## src/rtl/port_frame_mux.sv

```systemverilog
// ============================================================================
// Module  : port_frame_mux
// Moves the arbiter-granted port's frame into the shared egress FIFO, tagging
// each word with source port and express flag and truncating oversize frames.
// Rev     : 1.0
// ============================================================================
`default_nettype none

module port_frame_mux #(
  parameter int PORT_NUM  = 10,
  parameter int DATA_W    = 8,
  parameter int MAX_BEATS = 1522,
  parameter int IDX_W     = 4
) (
  input  logic                       i_clk,
  input  logic                       i_rst,
  input  logic [PORT_NUM-1:0]        i_port_ack,
  input  logic                       i_port_vld,
  input  logic [7:0]                 i_port_qbu,
  input  logic [PORT_NUM*DATA_W-1:0] i_port_data,
  input  logic [PORT_NUM-1:0]        i_port_dvld,
  input  logic [PORT_NUM-1:0]        i_port_dlast,
  output logic [PORT_NUM-1:0]        o_port_rd,
  input  logic                       i_fifo_afull,
  output logic                       o_fifo_wr,
  output logic [DATA_W-1:0]          o_fifo_data,
  output logic                       o_fifo_last,
  output logic [IDX_W-1:0]           o_fifo_port,
  output logic                       o_fifo_qbu,
  output logic                       o_data_ready,
  output logic                       o_grant_err,
  output logic                       o_trunc_err
);

  localparam int CNT_W = $clog2(MAX_BEATS + 1);

  typedef enum logic [1:0] {
    S_IDLE  = 2'd0,
    S_XFER  = 2'd1,
    S_DRAIN = 2'd2,
    S_GAP   = 2'd3
  } state_e;

  state_e              state_q;
  logic [IDX_W-1:0]    idx_q;
  logic                qbu_q;
  logic [CNT_W-1:0]    cnt_q;
  logic [CNT_W-1:0]    cnt_d;
  logic                fifo_wr_q;
  logic [DATA_W-1:0]   fifo_data_q;
  logic                fifo_last_q;
  logic [IDX_W-1:0]    fifo_port_q;
  logic                fifo_qbu_q;
  logic                grant_err_q;
  logic                trunc_err_q;

  logic                gnt_one;
  logic [IDX_W-1:0]    gnt_idx;
  logic                gnt_qbu;
  logic [DATA_W-1:0]   sel_data;
  logic                sel_dvld;
  logic                sel_dlast;
  logic                rd_en;
  logic                accept;
  logic                at_max;

  always_comb begin
    gnt_one   = ($countones(i_port_ack) == 1);
    gnt_idx   = '0;
    gnt_qbu   = 1'b0;
    sel_data  = '0;
    sel_dvld  = 1'b0;
    sel_dlast = 1'b0;
    o_port_rd = '0;
    // Reading is gated by reset so nothing is consumed while the frame is aborted.
    rd_en     = i_rst & (((state_q == S_XFER) & ~i_fifo_afull) | (state_q == S_DRAIN));
    for (int n = 0; n < PORT_NUM; n++) begin
      if (i_port_ack[n]) begin
        gnt_idx = IDX_W'(n);
      end
      if (idx_q == IDX_W'(n)) begin
        sel_data     = i_port_data[n*DATA_W +: DATA_W];
        sel_dvld     = i_port_dvld[n];
        sel_dlast    = i_port_dlast[n];
        o_port_rd[n] = rd_en;
      end
    end
    for (int n = 0; n < 8; n++) begin
      if (n < PORT_NUM && gnt_idx == IDX_W'(n)) begin
        gnt_qbu = i_port_qbu[n];
      end
    end
    accept = rd_en & sel_dvld;
    cnt_d  = (cnt_q == CNT_W'(MAX_BEATS)) ? cnt_q : cnt_q + CNT_W'(1);
    at_max = (cnt_d == CNT_W'(MAX_BEATS));
  end

  always_ff @(posedge i_clk) begin
    if (!i_rst) begin
      state_q     <= S_IDLE;
      idx_q       <= '0;
      qbu_q       <= 1'b0;
      cnt_q       <= '0;
      fifo_wr_q   <= 1'b0;
      fifo_data_q <= '0;
      fifo_last_q <= 1'b0;
      fifo_port_q <= '0;
      fifo_qbu_q  <= 1'b0;
      grant_err_q <= 1'b0;
      trunc_err_q <= 1'b0;
    end else begin
      fifo_wr_q   <= 1'b0;
      fifo_last_q <= 1'b0;
      grant_err_q <= 1'b0;
      trunc_err_q <= 1'b0;
      case (state_q)
        S_IDLE: begin
          if (i_port_vld) begin
            if (gnt_one) begin
              idx_q   <= gnt_idx;
              qbu_q   <= gnt_qbu;
              cnt_q   <= '0;
              state_q <= S_XFER;
            end else begin
              grant_err_q <= 1'b1;
            end
          end
        end
        S_XFER: begin
          if (accept) begin
            fifo_wr_q   <= 1'b1;
            fifo_data_q <= sel_data;
            fifo_port_q <= idx_q;
            fifo_qbu_q  <= qbu_q;
            cnt_q       <= cnt_d;
            if (sel_dlast) begin
              fifo_last_q <= 1'b1;
              state_q     <= S_GAP;
            end else if (at_max) begin
              fifo_last_q <= 1'b1;
              trunc_err_q <= 1'b1;
              state_q     <= S_DRAIN;
            end
          end
        end
        S_DRAIN: begin
          if (accept) begin
            cnt_q <= cnt_d;
            if (sel_dlast) begin
              state_q <= S_GAP;
            end
          end
        end
        default: begin
          state_q <= S_IDLE;
        end
      endcase
    end
  end

  assign o_data_ready = i_rst & (state_q == S_IDLE) & ~i_fifo_afull;
  assign o_fifo_wr    = fifo_wr_q;
  assign o_fifo_data  = fifo_data_q;
  assign o_fifo_last  = fifo_last_q;
  assign o_fifo_port  = fifo_port_q;
  assign o_fifo_qbu   = fifo_qbu_q;
  assign o_grant_err  = grant_err_q;
  assign o_trunc_err  = trunc_err_q;

endmodule

`default_nettype wire

```

## config.mk

```make
export PLATFORM = sky130hd
export DESIGN_NAME = port_frame_mux
export DESIGN_NICKNAME = d
export VERILOG_FILES = /design/src/rtl/port_frame_mux.sv
export SDC_FILE = /design/constraint.sdc
export NUM_CORES = 1
export LEC_CHECK = 0
export BUFFER_PORTS_ARGS = -buffer_cell sky130_fd_sc_hd__buf_2
export CORE_AREA = 4 4 90 92
export CTS_CLUSTER_SIZE = 30
export DETAILED_ROUTE_END_ITERATION = 12
export DIE_AREA = 0 0 94 96
export PLACE_DENSITY = 0.77
export SLEW_MARGIN = 0
export SYNTH_ARGS = -nofsm -noshare
export SYNTH_HDL_FRONTEND = slang
export SYNTH_SLANG_ARGS = --single-unit
export TNS_END_PERCENT = 50
```

## constraint.sdc

```tcl
create_clock -name i_clk -period 4.4 [get_ports i_clk]
set_clock_uncertainty 0.1 [all_clocks]
set_input_delay 0.22 -clock i_clk [delete_from_list [all_inputs] [get_ports i_clk]]
set_output_delay 0.22 -clock i_clk [all_outputs]
set_load 0.1 [all_outputs]
```

Word-level counts from Yosys, hierarchy flattened
Cells that the tools add are included.

Equal/unequal tests: 28. Bitwise operators: 10. Reductions and logical operators: 13. Add/subtract/negate cells: 10. Muxes and demuxes: 74.

Operators with widths (number): $mux 8 (10); $mux 11 (4); $mux 1 (43); $eq 4x3->1 const B (8); $mux 4 (7); $eq 11x11->1 const B (2); $pmux 11 s2 (1); $eq 4x2->1 const B (4); $mux 2 (8); $add 11x1->11 const B (1); $add 1x1->2 (5); $ne 2x2->1 const B (5); $reduce_and 3->1 (3); $eq 4x1->1 const B (2); $eq 4x4->1 const B (2); $logic_not 4->1 (2); $add 2x2->3 (2); $pmux 2 s3 (1); $reduce_and 6->1 (1); $add 4x2->5 (1); $and 1x1->1 (5); $eq 5x1->1 const B (1); $add 3x3->4 (1); $not 1->1 (4); other kinds (11) (12).

Word-level logic and storage cells: 146. Bits in registers: 35. Input port bits: 122.

Logic depth before layout (Yosys ltp)
Gate-level depths: netlist (run 1).

Word-level depth: 18. Depth in mapped cells: 16.

Worst setup path after synthesis (run 1)
Ideal clock, no wire load.

Kind: register to output. Start point: register idx_q[2]. End point: output o_port_rd[2]. Setup slack: 0.128 ns. Required time: 4.080 ns. Cell stages (with the launch flop): 6. Arrival time: 3.952 ns. Cells stage by stage: dfxtp_1 -> buf_2 -> buf_1 -> clkbuf_1 -> clkbuf_1 -> nor4_1.

Cells in the longest elaborated chain, start to end: 2.

RTL lines: start: declaration (RTL line 45) `logic [IDX_W-1:0] idx_q;`; start signal: assignment (RTL line 120) `idx_q <= gnt_idx;`; $eq 4x2->1 (RTL line 81) `if (idx_q == IDX_W'(n)) begin`; $mux 1 (RTL line 81); end: declaration (RTL line 23) `output logic [PORT_NUM-1:0] o_port_rd,`.

No other way between the ends.

Worst setup path after layout (run 1)
Start point: input i_port_ack[5]. End point: register cnt_q[3].

Cells in the longest elaborated chain, start to end: 7.

RTL lines: start: declaration (RTL line 17) `input logic [PORT_NUM-1:0] i_port_ack,`; $add 1x1->2 (implied by the code) (RTL line 68) `gnt_one = ($countones(i_port_ack) == 1);`; $add 2x2->3 (implied by the code) (RTL line 68); $add 3x3->4 (implied by the code) (RTL line 68); $add 4x2->5 (implied by the code) (RTL line 68); $eq 5x1->1 (RTL line 68); $ne 2x2->1 (no source line); $reduce_and 4->1 (no source line); end signal: assignment (RTL line 135) `cnt_q <= cnt_d;`; end signal: assignment (RTL line 148) `cnt_q <= cnt_d;`; end: declaration (RTL line 47) `logic [CNT_W-1:0] cnt_q;`.

No other way between the ends. A chain may end at the register's enable or synchronous reset.

==> results, run 1 <==
- After the first detailed-routing iteration, the DRC count stood at 198.
- The die is 94 um wide.
- The number of antenna violations at the first check in global routing is 0.
- The total CTS buffers is 5.
- The number of synthesized flops with an enable pin is 0.
- The cell count after synthesis came out at 418.
- The power per cell area is 291 mW/mm2.
- The post-synthesis async set-or-reset flop share is 0%.
- For the worst setup path, the data arrival time is 4110 ps.
- The count of buffers added by post-CTS timing repair for setup is 0.
- At the end of the flow, the number of nets in the layout was 686.
- The number of global-route vias before repair is 3673.
- Entering global routing, the biggest net connects 33 pins.
- The total net switching power is 0.000455 W.
- The number of top-level pins is 150.
- Ranked by total cell area, the synthesized netlist is headed by sky130_fd_sc_hd__dfxtp_1, sky130_fd_sc_hd__a21oi_1, sky130_fd_sc_hd__nor2_1.
- Clock-pin slew was measured on the worst setup and hold paths at 80 ps.
- The number of slew-limit violations in the final report is 0.
- Setup repair after global routing left no endpoint under its margin.
- The library cell with the largest summed area after synthesis is sky130_fd_sc_hd__dfxtp_1.
- The path category of the worst min-delay check is in2reg.
- The overall fraction of global-route tracks in use is 23.4%.
- The worst path uses 90.7% of the clock period.
- The analysis attributes to cell leakage a power of 1.73 nW.
- Sequential cells burn 31.1% of the power.
- The full die area is 0.00902 mm2.
- The flow ran to the end, and the final reports show no timing, DRC or antenna violations.
- By startpoint and endpoint, the worst setup path is classified as in2reg.
- The main flop type after synthesis is sky130_fd_sc_hd__dfxtp_1.
- In this run the vertical extent of the chip is 96 um.
- The mean instance size in the synthesized netlist is 7.40 um2.
- After clock tree synthesis, the repair step resized 0 gates.
- The half-perimeter wire length after placement is 8.57 mm.
- STA classifies the critical path startpoint as an input port.
- The floorplan has 31 rows.
- Of the synthesized area, sequential elements account for 22.7%.
- The total chip power is 0.00116 W.
- Of all nets on the critical path, the largest fanout is 19.
- The TritonCTS sink count is 35.
- The clock network is responsible for 25.3% of the overall power.
- Subtracting the final worst setup slack from the clock period gives 3990 ps.
- Data on the critical path is required at its endpoint by 4520 ps.
- The post-route netlist has 32.5% of its cells at a drive strength greater than 1.
- The net switching fraction of the power is 39.2%.
- In the layout the commonest cells are sky130_fd_sc_hd__buf_2, sky130_fd_sc_hd__nor2_1, sky130_fd_sc_hd__nand2_1.
- The starting density of the core is 42.9%.
- The hold violation count in the final report is 0.
- The H-tree depth reported by CTS is 2.
- Clock tree synthesis selected as its root buffer the cell sky130_fd_sc_hd__clkbuf_8.
- The tool flagged a number of max-cap violations equal to 0.
- The number of antenna repair diodes is 0.
- The residual DRC count is 0.
- The number of buffers between clock root and the deepest sink is 2.
- The number of nets with antenna violations after detailed routing is 0.
- Once placement completed, the tool counted placed cells totaling 642.
- The relative contribution of combinational cells to total power is 43.6%.
- During synthesis, Yosys emitted a total of 0 warnings.
- The cell area after technology mapping is 0.00309 mm2.
- The number of synthesized register bits is 35.
- For the pin with the worst max-slew slack, the measured transition is 875 ps.
- Leaving out fill and tap cells, the most frequent cell in the layout is sky130_fd_sc_hd__buf_2.
- The final route contains 3736 vias.
- The wire length after detailed routing is 10.7 mm.
- For this design, the CTS-stage hold fixing added 0 buffers.
- The final weighted congestion of routability-driven global placement is 0.861.
- The first global-routing pass estimated 16.9 mm of wire.
- Compared with the post-synthesis result, the final layout area differs by 28.7%.
- The aggregate global routing overflow is 0.
- The post-synthesis cell type count is 67.
- The detailed-routing iteration count for the pre-antenna-repair pass is 5.
- Final hold analysis gives a worst-case slack of 125 ps.
- The core region area is 0.00721 mm2.
- TritonCTS built the clock tree.
- The count of buffers from port buffering is 149.
- After filler insertion, the fill cell instance count of the layout stands at 721.
- At the later pin of the worst-skew pair, clock insertion delay measures 290 ps.
- The post-route non-filler standard cell count is 650.
- Static timing analysis puts the maximum clock frequency at 251 MHz.
- The internal portion of the total power is 0.000704 W.
- The worst slew margin relative to its limit is 41.6%.
- The via-per-instance ratio is 5.75.
- The post-route setup TNS is 0 ps.
- The area share of the largest cell type after synthesis is 22.7%.
- The worst setup path is captured at a flip-flop.
- The wire length per cell is 16.4 um.
- Across the VDD grid, the largest voltage drop is 0.169 mV.
- The final-report setup violation count is 0.
- The net count after synthesis is 554.
## cell type report
cell class / count / area, um2 / area share (%)
tap: 99 / 124 / 3.11
multi-input combinational: 329 / 2170 / 54.4
clock buffer: 5 / 68.8 / 1.73
sequential: 35 / 701 / 17.6
inverter: 25 / 93.8 / 2.36
clock inverter: 3 / 43.8 / 1.10
timing repair buffer: 154 / 783 / 19.7
## synth_stat cells, types with 2 or more instances
| master | count |
|---|---|
| sky130_fd_sc_hd__o22ai_1 | 7 |
| sky130_fd_sc_hd__o32ai_1 | 3 |
| sky130_fd_sc_hd__nor2_1 | 40 |
| sky130_fd_sc_hd__a222oi_1 | 5 |
| sky130_fd_sc_hd__o21bai_1 | 2 |
| sky130_fd_sc_hd__ha_1 | 8 |
| sky130_fd_sc_hd__nand2b_1 | 8 |
| sky130_fd_sc_hd__nor4_1 | 5 |
| sky130_fd_sc_hd__mux2_2 | 5 |
| sky130_fd_sc_hd__buf_1 | 4 |
| sky130_fd_sc_hd__o21a_1 | 2 |
| sky130_fd_sc_hd__buf_2 | 9 |
| sky130_fd_sc_hd__or4_1 | 4 |
| sky130_fd_sc_hd__a21oi_1 | 36 |
| sky130_fd_sc_hd__a21boi_0 | 2 |
| sky130_fd_sc_hd__inv_2 | 2 |
| sky130_fd_sc_hd__a31oi_1 | 2 |
| sky130_fd_sc_hd__nand2_1 | 39 |
| sky130_fd_sc_hd__a22o_1 | 7 |
| sky130_fd_sc_hd__fa_1 | 6 |
| sky130_fd_sc_hd__or3_1 | 3 |
| sky130_fd_sc_hd__a211oi_1 | 5 |
| sky130_fd_sc_hd__dfxtp_1 | 35 |
| sky130_fd_sc_hd__a22oi_1 | 11 |
| sky130_fd_sc_hd__a21oi_2 | 2 |
| sky130_fd_sc_hd__xnor2_1 | 3 |
| sky130_fd_sc_hd__a32o_1 | 2 |
| sky130_fd_sc_hd__clkbuf_1 | 14 |
| sky130_fd_sc_hd__nor3_1 | 21 |
| sky130_fd_sc_hd__nor2b_1 | 6 |
| sky130_fd_sc_hd__a2111oi_0 | 2 |
| sky130_fd_sc_hd__and2_0 | 2 |
| sky130_fd_sc_hd__o31ai_1 | 3 |
| sky130_fd_sc_hd__and3_1 | 8 |
| sky130_fd_sc_hd__inv_1 | 23 |
| sky130_fd_sc_hd__o21ai_0 | 23 |
| sky130_fd_sc_hd__mux2i_1 | 13 |
| sky130_fd_sc_hd__a311oi_1 | 2 |
| sky130_fd_sc_hd__o211ai_1 | 6 |
| sky130_fd_sc_hd__nand3_1 | 11 |
## state kept, by name, indices dropped and copies added (netlist names)
signal,count
cnt_q,11
o_fifo_data,8
idx_q,4
o_fifo_port,4
state_q,2
o_fifo_last,1
o_fifo_qbu,1
o_fifo_wr,1
o_grant_err,1
o_trunc_err,1
qbu_q,1
## power groups by stage
stage	clock network [W]	registers (W)	logic [W]
finish	0.000293	0.000360	0.000506
global route	0.000312	0.000364	0.000555
CTS	0.000299	0.000359	0.000505
detailed placement	0	0.000367	0.000503
global placement	0	0.000366	0.000486
floorplan	0	0.000371	0.000343
## metal layers
layer,track usage [%],routed length [um],vias to the layer above
li1,-,-,1802
met5,0,0,-
met2,45.7,5600,182
met4,9.15,337,0
met1,25.2,3800,1722
met3,3.67,936,30
## through the flow
stage,setup slack (ps),area [um2],util (%)
2_1_floorplan,128,3090,-
4_1_cts,414,3980,55.2
6_report,411,3980,55.2
5_1_grt,182,3980,55.2
3_5_place_dp,122,3870,53.6
3_3_place_gp,237,3870,53.6
## cells by family after synthesis
| family | count (synthesis) | synth area share [%] |
|---|---|---|
| buffers and inverters | 54 | 7.28 |
| muxes | 19 | 6.76 |
| xor gates and xnor gates | 4 | 1.13 |
| DFF | 35 | 22.7 |
| AOI/OAI and AO/OA | 134 | 29.1 |
| adders and majority gates | 14 | 7.12 |
| and+or+nand+nor | 158 | 26.0 |
## worst max-delay path, stage by stage
cell,delay [ps]
sky130_fd_sc_hd__buf_2,140
sky130_fd_sc_hd__fa_1,510
sky130_fd_sc_hd__fa_1,490
sky130_fd_sc_hd__inv_1,50
sky130_fd_sc_hd__fa_1,420
sky130_fd_sc_hd__inv_1,60
sky130_fd_sc_hd__ha_1,160
sky130_fd_sc_hd__inv_1,60
sky130_fd_sc_hd__fa_1,390
sky130_fd_sc_hd__a2111o_1,420
sky130_fd_sc_hd__a21oi_2,140
sky130_fd_sc_hd__nand3_1,100
sky130_fd_sc_hd__a21boi_1,160
sky130_fd_sc_hd__buf_4,220
sky130_fd_sc_hd__nor4_1,300
sky130_fd_sc_hd__o21ai_0,130
sky130_fd_sc_hd__a21oi_1,140
## path summary, 6_finish.rpt
| kind | start | to | cells after the start | slack [ps] |
|---|---|---|---|---|
| min | i_port_vld | o_grant_err$_SDFF_PN0_ | 2 | 120 |
| max | i_port_ack[5] | cnt_q[3]$_SDFFE_PN0P_ | 17 | 410 |
| max reg2reg | idx_q[1]$_SDFFE_PN0P_ | o_fifo_data[0]$_SDFFE_PN0P_ | 8 | 1090 |
| min reg2reg | o_fifo_data[7]$_SDFFE_PN0P_ | o_fifo_data[7]$_SDFFE_PN0P_ | 2 | 350 |
Note: power is estimated with default switching activity, not from simulation.
==> inputs of run 2 (changes only) <==
--- a/config.mk
+++ b/config.mk
@@ -6,10 +6,10 @@
 export NUM_CORES = 1
 export LEC_CHECK = 0
 export BUFFER_PORTS_ARGS = -buffer_cell sky130_fd_sc_hd__buf_2
-export CORE_AREA = 4 4 90 92
+export CORE_AREA = 2 2 88 90
 export CTS_CLUSTER_SIZE = 30
 export DETAILED_ROUTE_END_ITERATION = 12
-export DIE_AREA = 0 0 94 96
+export DIE_AREA = 0 0 90 92
 export PLACE_DENSITY = 0.77
 export SLEW_MARGIN = 0
 export SYNTH_ARGS = -nofsm -noshare
==> run 2 against run 1 <==
Compared with the run above:
- power up 0.26%
- critical path depth fell by 1
- largest power group unchanged
- sequential cell count did not move
- via count decreased by 0.27%
- sequential power about the same
- clock-buffer cell count increased by 1
- core utilization down 1.6 points
- hold slack better by 4.5 ps
- cell area rose by 0.22%
- register-to-register slack worse by 140 ps
- sequential share of layout area hardly changed
==> results, run 2 (same netlist as run 1, synthesis figures left out) <==
- The flow ran to the end, and the final reports show no timing, DRC or antenna violations.
- In this run the most critical hold path is launched from i_port_vld.
- The library cell used most frequently in the layout, excluding fill and tap cells, is sky130_fd_sc_hd__buf_2.
- Across all layers, the routed design uses 3726 vias.
- In this run the worst setup path terminates at cnt_q[5]$_SDFFE_PN0P_.
- The vertical extent of the die is 92 um.
- Global routing used 28.8% of the available met1 tracks.
- The clock passes through at most 2 buffers.
- In this run, post-CTS hold repair placed 0 buffers.
- The met2 track demand over resource in global routing is 44.0%.
- Along the worst path, the maximum fanout reaches 4.
- The startpoint of the lowest-slack register-to-register path is idx_q[1]$_SDFFE_PN0P_.
- The register-to-register setup slack is 950 ps.
- TritonCTS created 5 clock buffers.
- The fraction of final layout cells with drive strength greater than 1 is 32.5%.
- The worst-skew pair later-pin latency is 280 ps.
- The core region area is 0.00745 mm2.
- The number of antenna violations at the first check in global routing is 0.
- The tree built by TritonCTS fans out to 35 sinks.
- After legalization and detailed placement, the total HPWL measured 8.24 mm.
- The layout has 722 filler cells.
- Setup repair after global routing left no endpoint under its margin.
- Relative to the synthesized area, the layout overhead comes to 29.0%.
- Data on the critical path is required at its endpoint by 4530 ps.
- Summing all multi-input logic gate instances after layout gives 0.00217 mm2.
- For this design the static power due to leakage is 1.73 nW.
- The detailed-routing iteration count for the pre-antenna-repair pass is 5.
- The overall fraction of global-route tracks in use is 24.3%.
- The detail route stage leaves a number of antenna-violating nets equal to 0.
- The number of top-level pins is 150.
- The post-CTS clock slew at the launch and capture registers of the worst setup and hold paths is 70 ps.
- The final-stage net count is 686.
- The number of global-route vias before repair is 3600.
- The post-placement worst setup slack is 171 ps.
- The smallest setup slack after layout is 459 ps.
- The number of DRC violations after detailed-routing iteration 0 is 242.
- The CTS tree is built.
- The count of buffers added on input and output ports is 149.
- The post-cts gate resize count is 0.
- The via-per-instance ratio is 5.71.
- Global routing consumed, on the met3 layer, 4.35% of the routing resources.
- The die is 90 um wide.
- The final-report setup violation count is 0.
- Tracing the worst setup path back leads to its startpoint at i_port_ack[1].
- The type of the worst setup path is in2reg.
- After global routing, the most crowded layer is met2.
- The achievable frequency is 254 MHz.
- The total chip power is 0.00116 W.
- The hold violation count in the final report is 0.
- The worst slew margin relative to its limit is 40.3%.
- Once the floorplan was initialized, standard cells occupied 41.5% of the core.
- The full die area is 0.00828 mm2.
- The register with the most flip-flops in the layout has 11 of them.
- The final critical path takes up 89.6% of the cycle.
- The placement row count is 32.
- The tool flagged a number of max-cap violations equal to 0.
- The tightest min-delay check is of the in2reg type.
- The final weighted congestion of routability-driven global placement is 1.00.
- At the pin with the least slew margin, the transition time is 894 ps.
- The worst hold-check slack is 129 ps.
- The worst setup path is captured at a flip-flop.
- After global routing the overflow that remains totals 0.
- The register name with the most flops is cnt_q.
- Entering global routing, the biggest net connects 26 pins.
- The final layout contains routed wiring with a total length of 10.5 mm.
- The number of slew-limit violations in the final report is 0.
- The capturing point of the worst reg2reg path is o_fifo_data[0]$_SDFFE_PN0P_.
- The worst IR drop on VDD is 0.156 mV.
- The storage element area is 701 um2.
- In the routed design, unresolved DRC markers number 0.
- The first-pass GRT wire length is 16.7 mm.
- The tree is rooted in a sky130_fd_sc_hd__clkbuf_8.
- In the layout the commonest cells are sky130_fd_sc_hd__buf_2, sky130_fd_sc_hd__nor2_1, sky130_fd_sc_hd__nand2_1.
- The number of antenna repair diodes is 0.
- The wire length per cell is 16.1 um.
- The worst register-to-register path has a depth of 8.
- The H-tree depth reported by CTS is 2.
- In the final timing run, aggregate negative setup slack is 0 ps.
- The endpoint arrival time on the critical path is 4070 ps.
- The routed design could run at a clock period as short as 3940 ps.
- After clock tree synthesis, the setup repair step added 0 buffers.
- The worst setup path is launched from an input port.
- The power per cell area is 291 mW/mm2.
-- run 2: changes by cell type in the layout (fill, tap and decap cells not counted) --
cell / before / now
sky130_fd_sc_hd__clkbuf_8: 5 / 6
sky130_fd_sc_hd__clkinv_4: 1 / 0
-- run 2: final cells by class --
type | count | area share [%]
inverters | 25 | 2.35
clock inverters | 2 | 0.878
flip-flops and latches | 35 | 17.6
multi-input cells | 329 | 54.3
repair buffers | 154 | 19.6
clock buffers | 6 | 2.07
well taps | 102 | 3.20
-- run 2: through the flow --
stage / instances / area (um2) / utilization, %
after floorplan: 418 / 3090 / -
after global placement: 645 / 3870 / 52.0
after detailed placement: 645 / 3870 / 52.0
after CTS: 653 / 3990 / 53.6
after global routing: 653 / 3990 / 53.6
final: 653 / 3990 / 53.6
-- run 2: power by group --
part | switching, W | internal (W) | total [W]
Sequential | 0.0000331 | 0.000329 | 0.000362
Combinational | 0.000300 | 0.000205 | 0.000505
Clock | 0.000111 | 0.000183 | 0.000295
-- run 2: metal layers --
layer	wire length (um)	share of wire (%)
met5	0	0
met2	5320	51
met4	241	2.3
met3	668	6.4
met1	4270	41
-- run 2: worst min path at each step --
stage | to | cells after the start | slack, ps
2_1_floorplan | o_grant_err$_SDFF_PN0_ | 1 | 280
3_3_place_gp | o_fifo_data[4]$_SDFFE_PN0P_ | 2 | 340
3_5_place_dp | o_fifo_data[4]$_SDFFE_PN0P_ | 2 | 350
4_1_cts | o_grant_err$_SDFF_PN0_ | 2 | 130
5_1_grt | o_grant_err$_SDFF_PN0_ | 2 | 130
6_report | o_grant_err$_SDFF_PN0_ | 2 | 130
-- run 2: worst max-delay path: stages --
cell                       delay (ps)
sky130_fd_sc_hd__buf_2            130
sky130_fd_sc_hd__fa_1             490
sky130_fd_sc_hd__fa_1             510
sky130_fd_sc_hd__inv_1             50
sky130_fd_sc_hd__fa_1             430
sky130_fd_sc_hd__inv_1             70
sky130_fd_sc_hd__ha_1             150
sky130_fd_sc_hd__inv_1             50
sky130_fd_sc_hd__fa_1             370
sky130_fd_sc_hd__a2111o_1         410
sky130_fd_sc_hd__a21oi_2          150
sky130_fd_sc_hd__nand3_1          100
sky130_fd_sc_hd__a21boi_1         150
sky130_fd_sc_hd__or4_1            510
sky130_fd_sc_hd__a21oi_1          160
sky130_fd_sc_hd__a31o_2           120
